### src/rtl/ctrl_pkg.sv
// Shared encodings for the hardwired sequencer: states, opcodes, datapath select codes
// and the control bundle that drives every datapath control port.
package ctrl_pkg;

    localparam int unsigned OP_W     = 4;
    localparam int unsigned RSEL_W   = 2;
    localparam int unsigned ONEHOT_W = 4;

    localparam bit HALT_ON_F = 1'b1;

    typedef enum logic [2:0] {
        ST_RST     = 3'd0,
        ST_FETCH_L = 3'd1,
        ST_FETCH_H = 3'd2,
        ST_EXEC    = 3'd3,
        ST_HALT    = 3'd4
    } ctrlState_t;

    localparam logic [OP_W-1:0] OP_LDI  = 4'h0;
    localparam logic [OP_W-1:0] OP_LDM  = 4'h1;
    localparam logic [OP_W-1:0] OP_STM  = 4'h2;
    localparam logic [OP_W-1:0] OP_LDAR = 4'h3;
    localparam logic [OP_W-1:0] OP_ADD  = 4'h4;
    localparam logic [OP_W-1:0] OP_SUB  = 4'h5;
    localparam logic [OP_W-1:0] OP_AND  = 4'h6;
    localparam logic [OP_W-1:0] OP_OR   = 4'h7;
    localparam logic [OP_W-1:0] OP_NOT  = 4'h8;
    localparam logic [OP_W-1:0] OP_INC  = 4'h9;
    localparam logic [OP_W-1:0] OP_DEC  = 4'hA;
    localparam logic [OP_W-1:0] OP_MOV  = 4'hB;
    localparam logic [OP_W-1:0] OP_BRA  = 4'hC;
    localparam logic [OP_W-1:0] OP_BEQ  = 4'hD;
    localparam logic [OP_W-1:0] OP_BNE  = 4'hE;
    localparam logic [OP_W-1:0] OP_HLT  = 4'hF;

    localparam logic [1:0] FUN_CLEAR = 2'b00;
    localparam logic [1:0] FUN_LOAD  = 2'b01;
    localparam logic [1:0] FUN_DEC   = 2'b10;
    localparam logic [1:0] FUN_INC   = 2'b11;

    localparam logic [3:0] ALU_PASSA = 4'b0000;
    localparam logic [3:0] ALU_NOTA  = 4'b0010;
    localparam logic [3:0] ALU_ADD   = 4'b0100;
    localparam logic [3:0] ALU_SUB   = 4'b0110;
    localparam logic [3:0] ALU_AND   = 4'b0111;
    localparam logic [3:0] ALU_OR    = 4'b1000;

    localparam logic [1:0] MUX_ALU = 2'b00;
    localparam logic [1:0] MUX_MEM = 2'b01;
    localparam logic [1:0] MUX_IR  = 2'b10;
    localparam logic [1:0] MUX_ARF = 2'b11;

    localparam logic [1:0] ARF_PC = 2'b00;
    localparam logic [1:0] ARF_AR = 2'b01;
    localparam logic [1:0] ARF_SP = 2'b10;

    localparam logic [ONEHOT_W-1:0] ARF_EN_PC = 4'b1000;
    localparam logic [ONEHOT_W-1:0] ARF_EN_AR = 4'b0100;

    typedef struct packed {
        logic [2:0]          rfOutASel;
        logic [2:0]          rfOutBSel;
        logic [1:0]          rfFunSel;
        logic [ONEHOT_W-1:0] rfRSel;
        logic [ONEHOT_W-1:0] rfTSel;
        logic [3:0]          aluFunSel;
        logic [1:0]          arfOutCSel;
        logic [1:0]          arfOutDSel;
        logic [1:0]          arfFunSel;
        logic [ONEHOT_W-1:0] arfRegSel;
        logic                irLH;
        logic                irEnable;
        logic [1:0]          irFunsel;
        logic                memWR;
        logic                memCS;
        logic [1:0]          muxASel;
        logic [1:0]          muxBSel;
        logic                muxCSel;
    } ctrlBundle_t;

    // Every enable off, memory deselected (chip select is active-low).
    localparam ctrlBundle_t CTRL_IDLE = '{
        rfOutASel: 3'd0, rfOutBSel: 3'd0, rfFunSel: 2'd0, rfRSel: 4'd0, rfTSel: 4'd0,
        aluFunSel: 4'd0, arfOutCSel: 2'd0, arfOutDSel: 2'd0, arfFunSel: 2'd0,
        arfRegSel: 4'd0, irLH: 1'b0, irEnable: 1'b0, irFunsel: 2'd0, memWR: 1'b0,
        memCS: 1'b1, muxASel: 2'd0, muxBSel: 2'd0, muxCSel: 1'b0
    };

    // R1..R4 map to write-enable bits 3..0.
    function automatic logic [ONEHOT_W-1:0] regOneHot(input logic [RSEL_W-1:0] r);
        return ONEHOT_W'(4'b1000 >> r);
    endfunction

    function automatic logic isAluOp(input logic [OP_W-1:0] op);
        return (op >= OP_ADD && op <= OP_NOT) || op == OP_MOV;
    endfunction

endpackage

### src/rtl/ctrl_decode.sv
// Combinational decode from sequencer state and instruction fields to the control bundle.
module ctrl_decode
    import ctrl_pkg::*;
(
    input  ctrlState_t        state,
    input  logic [OP_W-1:0]   op,
    input  logic [RSEL_W-1:0] d,
    input  logic [RSEL_W-1:0] s,
    input  logic              zFlag,
    output ctrlBundle_t       ctrl
);

    always_comb begin
        ctrl = CTRL_IDLE;
        case (state)
            ST_RST: begin
                // PC is cleared to zero before the first fetch.
                ctrl.arfRegSel = ARF_EN_PC;
                ctrl.arfFunSel = FUN_CLEAR;
            end
            ST_FETCH_L, ST_FETCH_H: begin
                ctrl.arfOutDSel = ARF_PC;
                ctrl.memCS      = 1'b0;
                ctrl.irEnable   = 1'b1;
                ctrl.irFunsel   = FUN_LOAD;
                ctrl.irLH       = (state == ST_FETCH_H);
                ctrl.arfRegSel  = ARF_EN_PC;
                ctrl.arfFunSel  = FUN_INC;
            end
            ST_EXEC: begin
                case (op)
                    OP_LDI: begin
                        ctrl.muxASel  = MUX_IR;
                        ctrl.rfFunSel = FUN_LOAD;
                        ctrl.rfRSel   = regOneHot(d);
                    end
                    OP_LDM: begin
                        ctrl.arfOutDSel = ARF_AR;
                        ctrl.memCS      = 1'b0;
                        ctrl.muxASel    = MUX_MEM;
                        ctrl.rfFunSel   = FUN_LOAD;
                        ctrl.rfRSel     = regOneHot(d);
                    end
                    OP_STM: begin
                        ctrl.rfOutASel  = 3'({1'b0, d});
                        ctrl.muxCSel    = 1'b0;
                        ctrl.aluFunSel  = ALU_PASSA;
                        ctrl.arfOutDSel = ARF_AR;
                        ctrl.memCS      = 1'b0;
                        ctrl.memWR      = 1'b1;
                    end
                    OP_LDAR: begin
                        ctrl.muxBSel   = MUX_IR;
                        ctrl.arfRegSel = ARF_EN_AR;
                        ctrl.arfFunSel = FUN_LOAD;
                    end
                    OP_ADD, OP_SUB, OP_AND, OP_OR, OP_NOT: begin
                        ctrl.rfOutASel = 3'({1'b0, d});
                        ctrl.rfOutBSel = 3'({1'b0, s});
                        ctrl.muxCSel   = 1'b0;
                        case (op)
                            OP_ADD:  ctrl.aluFunSel = ALU_ADD;
                            OP_SUB:  ctrl.aluFunSel = ALU_SUB;
                            OP_AND:  ctrl.aluFunSel = ALU_AND;
                            OP_OR:   ctrl.aluFunSel = ALU_OR;
                            default: ctrl.aluFunSel = ALU_NOTA;
                        endcase
                        ctrl.muxASel  = MUX_ALU;
                        ctrl.rfFunSel = FUN_LOAD;
                        ctrl.rfRSel   = regOneHot(d);
                    end
                    OP_MOV: begin
                        ctrl.rfOutASel = 3'({1'b0, s});
                        ctrl.aluFunSel = ALU_PASSA;
                        ctrl.muxASel   = MUX_ALU;
                        ctrl.rfFunSel  = FUN_LOAD;
                        ctrl.rfRSel    = regOneHot(d);
                    end
                    OP_INC, OP_DEC: begin
                        ctrl.rfFunSel = (op == OP_INC) ? FUN_INC : FUN_DEC;
                        ctrl.rfRSel   = regOneHot(d);
                    end
                    OP_BRA, OP_BEQ, OP_BNE: begin
                        // Conditional branches use only the registered Z flag.
                        if (op == OP_BRA || (op == OP_BEQ && zFlag) || (op == OP_BNE && !zFlag)) begin
                            ctrl.muxBSel   = MUX_IR;
                            ctrl.arfRegSel = ARF_EN_PC;
                            ctrl.arfFunSel = FUN_LOAD;
                        end
                    end
                    default: ;
                endcase
            end
            default: ;
        endcase
    end

endmodule

### src/rtl/ctrl_unit.sv
// Hardwired three-cycle sequencer for the 8-bit datapath: state register, Z latch,
// and the decoded control outputs wired straight to the datapath ports.
module ctrl_unit
    import ctrl_pkg::*;
(
    input  logic        Clock,
    input  logic        Reset,
    input  logic [15:0] IROut,
    input  logic [3:0]  ALUOutFlag,
    output logic [2:0]  RF_OutASel,
    output logic [2:0]  RF_OutBSel,
    output logic [1:0]  RF_FunSel,
    output logic [3:0]  RF_RSel,
    output logic [3:0]  RF_TSel,
    output logic [3:0]  ALU_FunSel,
    output logic [1:0]  ARF_OutCSel,
    output logic [1:0]  ARF_OutDSel,
    output logic [1:0]  ARF_FunSel,
    output logic [3:0]  ARF_RegSel,
    output logic        IR_LH,
    output logic        IR_Enable,
    output logic [1:0]  IR_Funsel,
    output logic        Mem_WR,
    output logic        Mem_CS,
    output logic [1:0]  MuxASel,
    output logic [1:0]  MuxBSel,
    output logic        MuxCSel,
    output logic        Halted,
    output logic [1:0]  SeqCount
);

    ctrlState_t        state;
    ctrlState_t        nextState;
    logic              zFlag;
    logic [OP_W-1:0]   op;
    logic [RSEL_W-1:0] d;
    logic [RSEL_W-1:0] s;
    ctrlBundle_t       decoded;
    ctrlBundle_t       ctrl;
    logic              unusedBits;

    assign op = IROut[15:12];
    assign d  = IROut[11:10];
    assign s  = IROut[9:8];

    // The immediate byte and the C/N/O flags go to the datapath, not the sequencer.
    assign unusedBits = ^{IROut[7:0], ALUOutFlag[2:0]};

    always_ff @(posedge Clock or posedge Reset) begin
        if (Reset) begin
            state <= ST_RST;
            zFlag <= 1'b0;
        end else begin
            state <= nextState;
            if (state == ST_EXEC && isAluOp(op)) begin
                zFlag <= ALUOutFlag[3];
            end
        end
    end

    always_comb begin
        nextState = state;
        case (state)
            ST_RST:     nextState = ST_FETCH_L;
            ST_FETCH_L: nextState = ST_FETCH_H;
            ST_FETCH_H: nextState = ST_EXEC;
            ST_EXEC:    nextState = (HALT_ON_F && op == OP_HLT) ? ST_HALT : ST_FETCH_L;
            ST_HALT:    nextState = ST_HALT;
            default:    nextState = ST_RST;
        endcase
    end

    ctrl_decode uDecode (
        .state (state),
        .op    (op),
        .d     (d),
        .s     (s),
        .zFlag (zFlag),
        .ctrl  (decoded)
    );

    // While Reset is high the RST-state PC clear must not reach the datapath.
    assign ctrl = Reset ? CTRL_IDLE : decoded;

    assign RF_OutASel  = ctrl.rfOutASel;
    assign RF_OutBSel  = ctrl.rfOutBSel;
    assign RF_FunSel   = ctrl.rfFunSel;
    assign RF_RSel     = ctrl.rfRSel;
    assign RF_TSel     = ctrl.rfTSel;
    assign ALU_FunSel  = ctrl.aluFunSel;
    assign ARF_OutCSel = ctrl.arfOutCSel;
    assign ARF_OutDSel = ctrl.arfOutDSel;
    assign ARF_FunSel  = ctrl.arfFunSel;
    assign ARF_RegSel  = ctrl.arfRegSel;
    assign IR_LH       = ctrl.irLH;
    assign IR_Enable   = ctrl.irEnable;
    assign IR_Funsel   = ctrl.irFunsel;
    assign Mem_WR      = ctrl.memWR;
    assign Mem_CS      = ctrl.memCS;
    assign MuxASel     = ctrl.muxASel;
    assign MuxBSel     = ctrl.muxBSel;
    assign MuxCSel     = ctrl.muxCSel;

    assign Halted = (state == ST_HALT);

    always_comb begin
        SeqCount = 2'd0;
        case (state)
            ST_FETCH_H: SeqCount = 2'd1;
            ST_EXEC:    SeqCount = 2'd2;
            default:    SeqCount = 2'd0;
        endcase
    end

endmodule

### config.mk
export PLATFORM = sky130hd
export DESIGN_NAME = ctrl_unit
export DESIGN_NICKNAME = d
export VERILOG_FILES = /design/src/rtl/ctrl_pkg.sv /design/src/rtl/ctrl_decode.sv /design/src/rtl/ctrl_unit.sv
export SDC_FILE = /design/constraint.sdc
export NUM_CORES = 1
export LEC_CHECK = 0
export CORE_AREA = 3 3 44 66
export CTS_CLUSTER_DIAMETER = 60
export CTS_CLUSTER_SIZE = 16
export DETAILED_ROUTE_END_ITERATION = 10
export DIE_AREA = 0 0 47 69
export HOLD_SLACK_MARGIN = 0.08
export PLACE_DENSITY = 0.79
export SYNTH_ARGS = -nofsm -noshare
export SYNTH_HDL_FRONTEND = slang
export SYNTH_SLANG_ARGS = --single-unit
### constraint.sdc
create_clock -name Clock -period 1.7 [get_ports Clock]
set_input_delay 0.34 -clock Clock [delete_from_list [all_inputs] [get_ports Clock]]
set_output_delay 0.34 -clock Clock [all_outputs]
set_load 0.005 [all_outputs]
==> results.py, run 1 <==
metrics = {
    "floorplan": {
        "rows": 22,
        "die_h_um": 69,
        "num_io_pins": 66,
        "core_area_um2": 2422,
        "initial_core_util_pct": 30.48,
        "die_area_um2": 3243,
        "die_w_um": 47,
    },
    "cts": {
        "clockBufferDepth": 2,
        "cts_sinks": 4,
        "cts_hold_buffers": 0,
        "htree_num_levels": 1,
        "path_clk_slew_ps": 40,
        "cts_tree": "built",
        "cts-root-buf": "clkbuf_4",
        "clk_latency_ps": 240,
        "cts_buffers": 3,
    },
    "setup_path": {
        "worstPathArrival_ps": 1540,
        "crit_required_ps": 1360,
        "rr_startpoint": "state[2]$_DFF_PP0_",
        "start_kind": "flop",
        "cp_max_fo": 3,
        "endpoint": "RF_RSel[3]",
        "endpoint_kind": "primary output",
        "r2r_setup_slack_ps": 80,
        "critPathLaunch": "state[2]$_DFF_PP0_",
        "crit_type": "reg -> out",
        "reg2reg_depth": 7,
        "rr_endpoint": "zFlag$_DFFE_PP0P_",
    },
    "sta": {
        "max_freq_ghz": 0.5317,
        "setup-tns-final_ps": -1461,
        "setup_viol": 17,
        "period_share_pct": 110.6,
        "period_needed_ps": 1881,
        "timing.hold.ws_ps": 400.4,
        "skew_ps": 1.519,
        "finalHoldViolations": 0,
        "setup_ws_ps": -180.6,
        "rsz0062_at_grt": "true",
        "drv_slew": 0,
    },
    "routing": {
        "dr.first_iter.drc_count": 26,
        "drt-vias-per-instance": 4.914,
        "wirelength_um": 2938,
        "wl_per_cell_um": 14.06,
        "final_antenna_net_count": 0,
        "via_count": 1027,
        "remaining_drc_errors": 0,
        "firstDrtPassIters": 4,
    },
    "power": {
        "leakage_nw": 0.7653,
        "switching_power_uw": 631.9,
        "p_seq_share_pct": 12.3,
        "max-vdd-ir-drop_mv": 0.5477,
        "intPower_uw": 898.7,
        "pwr-share-clk_pct": 7.8,
        "swShare_pct": 41.29,
        "powerDensity_nw_per_um2": 1007,
        "pwr-share-comb_pct": 79.9,
    },
    "global_route": {
        "antenna_found_initial": 0,
        "grt_pass1_vias": 1008,
        "grt_overflow": 0,
        "grt_pass1_wl_um": 4505,
        "grt_max_degree": 8,
        "grt_usage_pct": 18.08,
    },
    "yosys": {
        "synth.avg_cell_area_um2": 6.964,
        "synthDistinctLibCells": 30,
        "synth-seq-area-share_pct": 13.56,
        "synth_area_leaders": "buf_4 (15%), dfrtp_1 (14%), nor2_1 (11%), and2_1 (5.1%), a21oi_1 (4.1%)",
        "synth-warning-count": 0,
        "synthCells": 106,
        "ys_seq_elements": 4,
        "syn_area_um2": 738.2,
        "yosys.area.top_type": "buf_4",
        "synth_top_area_share_pct": 15.25,
    },
    "cells_and_area": {
        "regArea_um2": 102.6,
        "area_growth_pct": 105.9,
        "nFillCells": 204,
        "final_area_um2": 1520,
        "multi_input_area_um2": 696.9,
        "final_common_cell": "buf_4",
        "final_cell_mix": "buf_4 (36), buf_2 (24), conb_1 (14), buf_6 (14), nor2_1 (10)",
        "nNetsFinal": 209,
        "drive_above_1_share_pct": 65.95,
        "diodes": 0,
    },
    "run": {
        "drv_cap": 0,
    },
    "placement": {
        "place_hpwl_um": 2098,
        "place_area_um2": 1320,
        "port-buffer-count": 40,
        "gp_congestion": 0.8288,
    },
    "hold_path": {
        "worst_hold_path_type": "in -> async",
    },
    "run_status": {
        "outcome": "finished, violations left",
        "violations": "setup timing",
    },
}
==> sequential cells by signal, indices dropped and copies added, names as in the netlist <==
name and count:
zFlag 1, state 3
==> cells by family after synthesis <==
group	after synthesis	synth area share (%)
other	1	0.5080
AO/OA/AOI/OAI	22	21.53
AND/OR/NAND/NOR	50	37.12
XOR/XNOR	3	3.560
flip-flops	4	13.56
buffers and inverters	26	23.73
==> timing repair <==
| item | 4_1_cts | 5_1_grt |
|---|---|---|
| resized for setup | 166 | 32 |
| buffers inserted | 10 | 2 |
| pin swaps | 15 | 12 |
| endpoints found under the setup margin | 30 | 27 |
==> critical path, stage by stage (launching register included) <==
cell       delay [ps]
dfrtp_1           390
nand4bb_4         270
a211oi_4          230
buf_6             140
nor3b_2           150
buf_2             140
==> area by class of cell <==
cell class	instances	share of cell area, %
Inverter	4	1.152
Timing Repair Buffer	85	42.80
Sequential cell	4	6.749
Tap cell	24	1.975
Multi-Input combinational cell	89	45.84
Clock buffer	3	1.481
==> power groups by stage <==
stage / clock network, mW / logic (mW) / registers (mW)
floorplan: 0 / 0.450 / 0.145
global placement: 0 / 0.893 / 0.185
detailed placement: 0 / 0.911 / 0.186
CTS: 0.124 / 1.03 / 0.184
global route: 0.139 / 1.31 / 0.193
finish: 0.120 / 1.22 / 0.188
==> metrics by stage <==
stage	worst slack, ps	power [mW]	cells	utilization, %
after detailed placement	-814.3	1.097	196	54.49
after CTS	-184.5	1.335	208	59.25
final	-180.6	1.531	209	62.76
after global placement	-806.3	1.078	196	54.49
after floorplan	137.6	0.5951	119	-
after global routing	-280.4	1.641	209	62.76
==> metal layers <==
metal,global-route usage (%),part of all wire (%)
met3,4.178,7.0
met4,6.462,1.3
met1,19.43,34
met5,0,0
met2,31.92,58
==> worst min-delay path by stage <==
stage,from,endpoint,cells after the start
2_1_floorplan,Reset,state[0]$_DFF_PP0_,1
3_3_place_gp,state[0]$_DFF_PP0_,state[0]$_DFF_PP0_,1
3_5_place_dp,state[0]$_DFF_PP0_,state[0]$_DFF_PP0_,1
4_1_cts,Reset,state[1]$_DFF_PP0_,4
5_1_grt,Reset,zFlag$_DFFE_PP0P_,4
6_report,Reset,state[0]$_DFF_PP0_,4
==> Yosys cell counts <==
library cell,n
a211oi_1,1
a211oi_4,1
a21oi_1,6
a221oi_1,1
a22o_1,2
a22oi_1,3
a31o_2,1
a31oi_1,3
and2_1,6
and3_1,2
buf_2,5
buf_4,15
buf_6,2
conb_1,1
dfrtp_1,4
inv_1,4
nand2_1,8
nand2b_1,1
nand3b_1,1
nand4bb_4,1
nor2_1,21
nor2_2,1
nor2b_1,2
nor3_1,3
nor3b_1,2
nor3b_2,2
o21a_1,2
o21ai_0,2
xnor2_1,2
xor2_1,1
Power figures use the tool's default switching activity.
==> inputs of run 2 (changes only) <==
GPL_ROUTABILITY_DRIVEN = 0   (was default)
==> run 2 against run 1 <==
Against the previous run: the run still ends with setup timing left; power grew 1.2%; cell count fell by 0.96%; flip-flop and latch count stayed put; first-iteration DRC count up 3.8%; cell area shrank 5.9%; worst hold slack better by 15 ps; core utilization is 3.7 points lower; sequential power down 3%; largest power group unchanged.
==> results.py, run 2 (same netlist as run 1, synthesis figures left out) <==
metrics = {
    "floorplan": {
        "die_area_um2": 3243,
        "num_io_pins": 66,
        "die_w_um": 47,
        "core_area_um2": 2422,
        "initial_core_util_pct": 30.48,
        "rows": 22,
        "die_h_um": 69,
    },
    "routing": {
        "remaining_drc_errors": 0,
        "wl_per_cell_um": 14.54,
        "firstDrtPassIters": 4,
        "via_count": 1046,
        "dr.first_iter.drc_count": 27,
        "drt-vias-per-instance": 5.053,
        "final_antenna_net_count": 0,
        "wirelength_um": 3010,
    },
    "sta": {
        "setup_viol": 23,
        "max_freq_ghz": 0.5359,
        "rsz0062_at_grt": "true",
        "finalHoldViolations": 0,
        "period_share_pct": 109.8,
        "setup-tns-final_ps": -2269,
        "period_needed_ps": 1866,
        "drv_slew": 0,
        "skew_ps": 2.144,
        "setup_ws_ps": -166.1,
    },
    "power": {
        "intPower_uw": 906.6,
        "swShare_pct": 41.48,
        "p_seq_share_pct": 11.8,
        "pwr-share-comb_pct": 79.8,
        "switching_power_uw": 642.6,
        "powerDensity_nw_per_um2": 1083,
        "leakage_nw": 0.7342,
        "pwr-share-clk_pct": 8.4,
        "max-vdd-ir-drop_mv": 0.5334,
    },
    "global_route": {
        "grt_usage_pct": 20.04,
        "grt_pass1_vias": 1062,
        "grt_overflow": 0,
        "grt_pass1_wl_um": 4899,
        "antenna_found_initial": 0,
        "grt_max_degree": 9,
    },
    "cts": {
        "cts-root-buf": "clkbuf_4",
        "cts_sinks": 4,
        "cts_tree": "built",
        "clockBufferDepth": 2,
        "path_clk_slew_ps": 40,
        "cts_hold_buffers": 0,
        "cts_buffers": 3,
        "htree_num_levels": 1,
        "clk_latency_ps": 250,
    },
    "setup_path": {
        "worstPathArrival_ps": 1530,
        "rr_startpoint": "state[2]$_DFF_PP0_",
        "cp_max_fo": 5,
        "crit_required_ps": 1360,
        "crit_type": "reg -> out",
        "reg2reg_depth": 6,
        "start_kind": "flop",
        "endpoint_kind": "primary output",
        "critPathLaunch": "state[2]$_DFF_PP0_",
    },
    "cells_and_area": {
        "largestRegisters": "state (3), zFlag (1)",
        "nFillCells": 228,
        "nNetsFinal": 207,
        "multi_input_area_um2": 646.9,
        "top_register": "state",
        "regArea_um2": 102.6,
        "largest_register_ffs": 3,
        "final_cell_mix": "buf_4 (36), buf_2 (27), conb_1 (14)",
        "final_common_cell": "buf_4",
        "area_growth_pct": 93.73,
        "diodes": 0,
        "utilization_pct": 59.04,
        "drive_above_1_share_pct": 62.84,
    },
    "placement": {
        "place_hpwl_um": 2105,
        "port-buffer-count": 40,
    },
    "hold_path": {
        "worst_hold_path_type": "in -> async",
    },
    "run_status": {
        "outcome": "finished, violations left",
        "violations": "setup timing",
    },
    "run": {
        "drv_cap": 0,
    },
}
## run 2: cell count changes in the layout (fill, tap and decap cells not counted), sizes merged
cell | before | now
dlygate4sd2 | 6 | 5
dlymetal6s2s | 1 | 0
## run 2: metal layers
| metal | track usage, % | wire length (um) |
|---|---|---|
| met2 | 34.95 | 1747 |
| met1 | 20.09 | 984 |
| met5 | 0 | 0 |
| met3 | 5.744 | 202 |
| met4 | 9.538 | 76 |
## run 2: critical path: stages, from the launching register on
cell	delay [ps]
dfrtp_1	420
nand3b_1	260
nor2_4	200
nand2_4	100
nor3b_2	170
buf_2	130
## run 2: repair_timing
action                     in CTS  in global routing
setup buffers                  14                  2
pin swaps                      28                 12
setup endpoints to repair      30                 26
gates resized for setup       175                 11
## run 2: final cells by class
class                           count  share of cell area (%)
Tap cell                           24                   2.100
Multi-Input combinational cell     89                   45.23
Inverter                            4                   1.225
Sequential cell                     4                   7.174
Clock buffer                        3                   1.575
Timing Repair Buffer               83                   42.69
## run 2: worst paths after layout
check	endpoint	slack (ps)
worst max-delay path	MuxASel[0]	-170
worst min-delay path	zFlag$_DFFE_PP0P_	420
max in group asynchronous	state[0]$_DFF_PP0_	1170
worst max register to register	state[2]$_DFF_PP0_	250
min in group Clock	zFlag$_DFFE_PP0P_	530
worst min register to register	state[1]$_DFF_PP0_	620
## run 2: power groups by stage
stage,combinational [mW],sequential (mW),clock (mW)
after floorplan,0.450,0.145,0
after global placement,0.867,0.185,0
after detailed placement,0.895,0.189,0
after CTS,1.17,0.177,0.132
after global routing,1.33,0.187,0.140
final,1.24,0.183,0.130
## run 2: metrics by stage
step	instance area (um^2)	worst slack (ps)	total power [mW]	std cells	hold slack (ps)
5_1_grt	1430	-233.3	1.660	207	440.5
4_1_cts	1414	-177.9	1.475	206	408.4
2_1_floorplan	787.0	137.6	0.5951	119	111.2
6_report	1430	-166.1	1.549	207	415.6
3_3_place_gp	1290	-794.6	1.052	192	544.7
3_5_place_dp	1290	-840.1	1.084	192	576.5
